==> src/rtl/seg7_scan_driver.sv <==
// ---------------------------------------------------------------------------
// seg7_scan_driver
//
// Multiplexed 7-segment display driver. A packed hex word and per-digit
// decimal points are latched into a shadow register on a load strobe. A
// prescaler then time-multiplexes the shadow contents across DIGITS digits,
// with each digit enabled for CLK_DIV clocks. Nibbles are decoded to 0-F
// glyphs, and leading zeros can optionally be blanked.
//
// Parameters
//   DIGITS         number of scanned digits (1..8)
//   CLK_DIV        clocks each digit stays enabled (>= 1)
//   SEG_ACTIVE_LOW 1 = seg/dp pins are driven inverted
//   DIG_ACTIVE_LOW 1 = dig_sel pins are driven inverted
//
// Ports
//   clk      in   system clock; all state changes on the rising edge
//   rst_n    in   asynchronous active-low reset
//   load     in   single-cycle strobe that latches data_in/dp_in
//   data_in  in   packed nibbles; nibble i drives digit i (digit 0 = LSBs)
//   dp_in    in   decimal point per digit; bit i belongs to digit i
//   blank_lz in   1 = suppress leading zeros (sampled live, not latched)
//   seg      out  segments {g,f,e,d,c,b,a}
//   dp       out  decimal point of the active digit
//   dig_sel  out  one-hot digit enable
// ---------------------------------------------------------------------------
module seg7_scan_driver #(
    parameter int DIGITS         = 4,
    parameter int CLK_DIV        = 1000,
    parameter int SEG_ACTIVE_LOW = 0,
    parameter int DIG_ACTIVE_LOW = 0
) (
    input  logic                  clk,
    input  logic                  rst_n,
    input  logic                  load,
    input  logic [4*DIGITS-1:0]   data_in,
    input  logic [DIGITS-1:0]     dp_in,
    input  logic                  blank_lz,
    output logic [6:0]            seg,
    output logic                  dp,
    output logic [DIGITS-1:0]     dig_sel
);

    localparam int IDX_W = (DIGITS > 1) ? $clog2(DIGITS) : 1;
    localparam int CNT_W = (CLK_DIV > 1) ? $clog2(CLK_DIV) : 1;

    localparam logic [CNT_W-1:0] CNT_LAST = CNT_W'(CLK_DIV - 1);
    localparam logic [IDX_W-1:0] IDX_LAST = IDX_W'(DIGITS - 1);

    // XOR masks applied at the output registers. Because "off" is all-zero
    // before inversion, these masks are also the reset (off) values.
    localparam logic [6:0]        SEG_INV = (SEG_ACTIVE_LOW != 0) ? 7'h7F : 7'h00;
    localparam logic              DP_INV  = (SEG_ACTIVE_LOW != 0);
    localparam logic [DIGITS-1:0] DIG_INV = (DIG_ACTIVE_LOW != 0) ? {DIGITS{1'b1}} : '0;

    // State
    logic [CNT_W-1:0]    div_cnt_q, div_cnt_d;
    logic [IDX_W-1:0]    idx_q, idx_d;
    logic [4*DIGITS-1:0] shadow_data_q;
    logic [DIGITS-1:0]   shadow_dp_q;
    logic [6:0]          seg_q, seg_d;
    logic                dp_q, dp_d;
    logic [DIGITS-1:0]   dig_sel_q, dig_sel_d;

    // Per-digit views of the shadow word
    logic [3:0]          nibble [DIGITS];
    logic [DIGITS-1:0]   blank;

    function automatic logic [6:0] hex_to_seg(input logic [3:0] n);
        logic [6:0] s;
        case (n)
            4'h0: s = 7'h3F;
            4'h1: s = 7'h06;
            4'h2: s = 7'h5B;
            4'h3: s = 7'h4F;
            4'h4: s = 7'h66;
            4'h5: s = 7'h6D;
            4'h6: s = 7'h7D;
            4'h7: s = 7'h07;
            4'h8: s = 7'h7F;
            4'h9: s = 7'h6F;
            4'hA: s = 7'h77;
            4'hB: s = 7'h7C;
            4'hC: s = 7'h39;
            4'hD: s = 7'h5E;
            4'hE: s = 7'h79;
            default: s = 7'h71;
        endcase
        return s;
    endfunction

    // Digit i is blank when every nibble from the top down to i is zero.
    // Digit 0 is never blanked, so a zero value still shows "0".
    generate
        for (genvar gi = 0; gi < DIGITS; gi++) begin : g_digit
            assign nibble[gi] = shadow_data_q[4*gi +: 4];
            if (gi == 0) begin : g_first
                assign blank[gi] = 1'b0;
            end else begin : g_upper
                assign blank[gi] = blank_lz &&
                                   (shadow_data_q[4*DIGITS-1:4*gi] == '0);
            end
        end
    endgenerate

    // Prescaler and digit index
    always_comb begin
        div_cnt_d = div_cnt_q;
        idx_d     = idx_q;
        if (div_cnt_q == CNT_LAST) begin
            div_cnt_d = '0;
            idx_d     = (idx_q == IDX_LAST) ? '0 : idx_q + 1'b1;
        end else begin
            div_cnt_d = div_cnt_q + 1'b1;
        end
    end

    // Output next-state: decode, blank, then apply polarity last
    always_comb begin
        logic [DIGITS-1:0] one_hot;
        one_hot        = '0;
        one_hot[idx_q] = 1'b1;
        seg_d     = (blank[idx_q] ? 7'h00 : hex_to_seg(nibble[idx_q])) ^ SEG_INV;
        dp_d      = shadow_dp_q[idx_q] ^ DP_INV;
        dig_sel_d = one_hot ^ DIG_INV;
    end

    always_ff @(posedge clk or negedge rst_n) begin
        if (!rst_n) begin
            div_cnt_q     <= '0;
            idx_q         <= '0;
            shadow_data_q <= '0;
            shadow_dp_q   <= '0;
            seg_q         <= SEG_INV;
            dp_q          <= DP_INV;
            dig_sel_q     <= DIG_INV;
        end else begin
            div_cnt_q <= div_cnt_d;
            idx_q     <= idx_d;
            seg_q     <= seg_d;
            dp_q      <= dp_d;
            dig_sel_q <= dig_sel_d;
            if (load) begin
                shadow_data_q <= data_in;
                shadow_dp_q   <= dp_in;
            end
        end
    end

    assign seg     = seg_q;
    assign dp      = dp_q;
    assign dig_sel = dig_sel_q;

endmodule
==> config.mk <==
export PLATFORM = sky130hd
export DESIGN_NAME = seg7_scan_driver
export DESIGN_NICKNAME = d
export VERILOG_FILES = /design/src/rtl/seg7_scan_driver.sv
export SDC_FILE = /design/constraint.sdc
export NUM_CORES = 1
export LEC_CHECK = 0
export ABC_AREA = 1
export ABC_CLOCK_PERIOD_IN_PS = 1600
export CORE_ASPECT_RATIO = 1.1
export CORE_UTILIZATION = 47
export CTS_CLUSTER_DIAMETER = 30
export CTS_CLUSTER_SIZE = 28
export DETAILED_ROUTE_END_ITERATION = 8
export GPL_TIMING_DRIVEN = 0
export HOLD_SLACK_MARGIN = 0.03
export PLACE_DENSITY = 0.72
export SYNTH_ARGS = -nofsm -noshare
export SYNTH_HDL_FRONTEND = slang
export SYNTH_SLANG_ARGS = --single-unit
==> constraint.sdc <==
create_clock -name clk -period 1.6 [get_ports clk]
set_input_delay 0.4 -clock clk [delete_from_list [all_inputs] [get_ports clk]]
set_output_delay 0.4 -clock clk [all_outputs]
set_load 0.01 [all_outputs]
==> run metrics <==
CP arrival 1.75 ns; met2 Track Usage GR 33.8%; I/O pins 36; vias in the first global route 1685; unrepaired setup endpoints after global routing yes; GRT Total Usage 20.1%; Main synth FF type dfrtp_1; commonest cells after routing, fill and taps aside nand2_1, dfrtp_1, clkdlybuf4s50_1; Top cell by count, worst path nand2_1; GR peak layer met2; period utilization 97.9%; r2r endpoint seg[6]$_DFF_PN0_; vias per inst 4.89; critical path fanouts, max 8; hold_ws 0.0434 ns; via count 1800; initial antenna violation count 0; die width 66.8 µm; CTS tree built; root buf cell clkbuf_8; flop2flop setup slack 0.03 ns; Yosys cell types 23; nets@finish 348; H-tree depth 2; Yosys warnings 0; CTS Hold Bufs 0; CTS Buf Count 5; sequential-to-total area share from yosys stat 50.7%; maximum root-to-sink buffer count 2; Mapped Nets 291; Post-synth EDFFs 0; DR WL/cell 12.4 µm; TNS Setup 0 ns; PD cells 848 mW/mm²; post-synthesis average cell area 8.48 µm²; status finished clean; Final Power 2.55 mW; CTS sink cnt 44; Detailed Route WL 4.57 mm; clock slew seen by the registers of the worst setup and hold paths 0.09 ns; Final Max Slew Viols 0; area of the multi-input gates 0.00106 mm²; R2R Path Start idx_q[0]$_DFFE_PN0N_; commonest non-fill, non-tap cell in the layout nand2_1; share of layout cells above drive strength 1 22.3%; CP Class flip-flop to flip-flop; FFs w/ async S/R, synth 100%; global-route wire length before repair 7.41 mm; Netlist Area Pre-Place 0.00217 mm²; VDD IR max 0.000972 V; row cnt 25; Worst path max stage delay 0.46 ns; ANT nets after route 0; Worst Tran Pin Value 0.469 ns; Fin. Hold Viols 0; CP startpoint kind flip-flop; RePlAce Congestion 0.777; R2R depth 9; skew final 0.00893 ns; CP cell instances buf_6 -> buf_4 -> nand2_1 -> nand3_4 -> nand2_4 -> buf_2 -> nand2_1 -> nand2_1 -> a21oi_1; DP Wirelength 3.00 mm; fill count 343; CP max stage cell dfrtp_2; Die H 73.3 µm; Worst-Skew Late Latency 0.30 ns; worst hold path type primary input to asynchronous set/reset pin; Initial Util 49.6%; worst endpoint required time 1.78 ns; Finished Cell Area 0.00300 mm²; Util after Layout 68.5%; number of diodes 0; Cells after Synth 256; slew margin rel. 68.7%; Port Buffers 34; drc violations 0; Max-Cap Viols 0; Placed Area 0.00259 mm²; Die Area 0.00490 mm²; CP Capture Type flip-flop; Max Freq 0.639 GHz; leak pwr 1.47 nW; Synth Register Bits 44; Reg area 0.00110 mm²; routing usage on met1 24.9%; TritonRoute pass-1 iters 4; Overflow after GRT 0; Tmin final 1.57 ns; initial drt markers 109; Synth-to-Final Area Change 38.2%; core area 0.00438 mm²; met3 Resource Use GR 4.81%; Final setup viols 0; largest net degree at the start of global routing 26
routing by layer:
metal / vias up / wire length, µm
met5: - / 0
met4: 0 / 61
met3: 6 / 188
met2: 47 / 2310
met1: 825 / 2000
li1: 922 / -
through the flow:
stage	worst slack, ns	instances
after global routing	-0.0360	368
final	0.0339	368
after detailed placement	-0.241	345
after global placement	-0.991	344
after CTS	0.000968	360
after floorplan	0.0430	256
cell families (layout without fill, tap and decap cells):
| family | after synthesis | after routing | synth area share (%) |
|---|---|---|---|
| flops | 44 | 44 | 50.7 |
| compound gates | 29 | 29 | 6.74 |
| mux | 5 | 5 | 2.59 |
| fa+ha+maj | 11 | 11 | 6.34 |
| xor+xnor | 3 | 3 | 1.21 |
| buf+inv | 39 | 97 | 7.55 |
| simple gates | 125 | 125 | 24.9 |
how the worst max path moves through the flow:
stage	from	slack, ns	cells past startpoint	to
global placement	rst_n	-0.99	1	seg[2]$_DFF_PN0_
finish	idx_q[0]$_DFFE_PN0N_	0.03	9	seg[6]$_DFF_PN0_
floorplan	idx_q[0]$_DFFE_PN0N_	0.04	10	seg[3]$_DFF_PN0_
global route	idx_q[0]$_DFFE_PN0N_	-0.04	10	seg[1]$_DFF_PN0_
CTS	idx_q[0]$_DFFE_PN0N_	0.001	10	seg[3]$_DFF_PN0_
detailed placement	idx_q[0]$_DFFE_PN0N_	-0.24	12	seg[3]$_DFF_PN0_
worst max-delay path, delay by kind of cell (launching register included):
family	cells	cell delay, ns
and+or+nand+nor	5	0.48
DFF	1	0.46
buffers and inverters	3	0.45
AOI/OAI and AO/OA	1	0.06
state kept, by name (all words and copies together), names as in the netlist:
name           flops
seg                7
dp                 1
shadow_dp_q        4
idx_q              2
div_cnt_q         10
shadow_data_q     16
dig_sel            4
area by class of cell:
| type | count | area share (%) |
|---|---|---|
| Buffer | 7 | 1.63 |
| Sequential cell | 44 | 36.8 |
| Clock inverter | 3 | 1.54 |
| Multi-Input combinational cell | 173 | 35.2 |
| Inverter | 32 | 4.34 |
| Timing Repair Buffer | 50 | 16.0 |
| Tap cell | 54 | 2.25 |
| Clock buffer | 5 | 2.29 |
where the power goes:
part | leakage [nW] | switching, mW | internal [mW]
combinational | 0.886 | 0.242 | 0.224
sequential | 0.527 | 0.0290 | 1.19
clock | 0.0548 | 0.395 | 0.470
synth_stat cells (4+ instances only):
master    count  area, µm²
dfrtp_1      44       1100
clkbuf_1      4       15.0
inv_1        29        109
nor2_1       23       86.3
nand2_1      67        251
ha_1         11        138
nand2_2       4       25.0
o21ai_0      18       90.1
a21oi_1      10       50.1
nor3_1        6       30.0
nand3_1      20        100
mux2_2        5       56.3
repair_timing:
item                       CTS  global route
resized for setup           19            28
setup endpoints to repair    7            11
setup buffers                7             7
cloned                       0             1
pin swaps                    2            12
hold endpoints to repair     0             0
(Power assumes the default switching activity.)
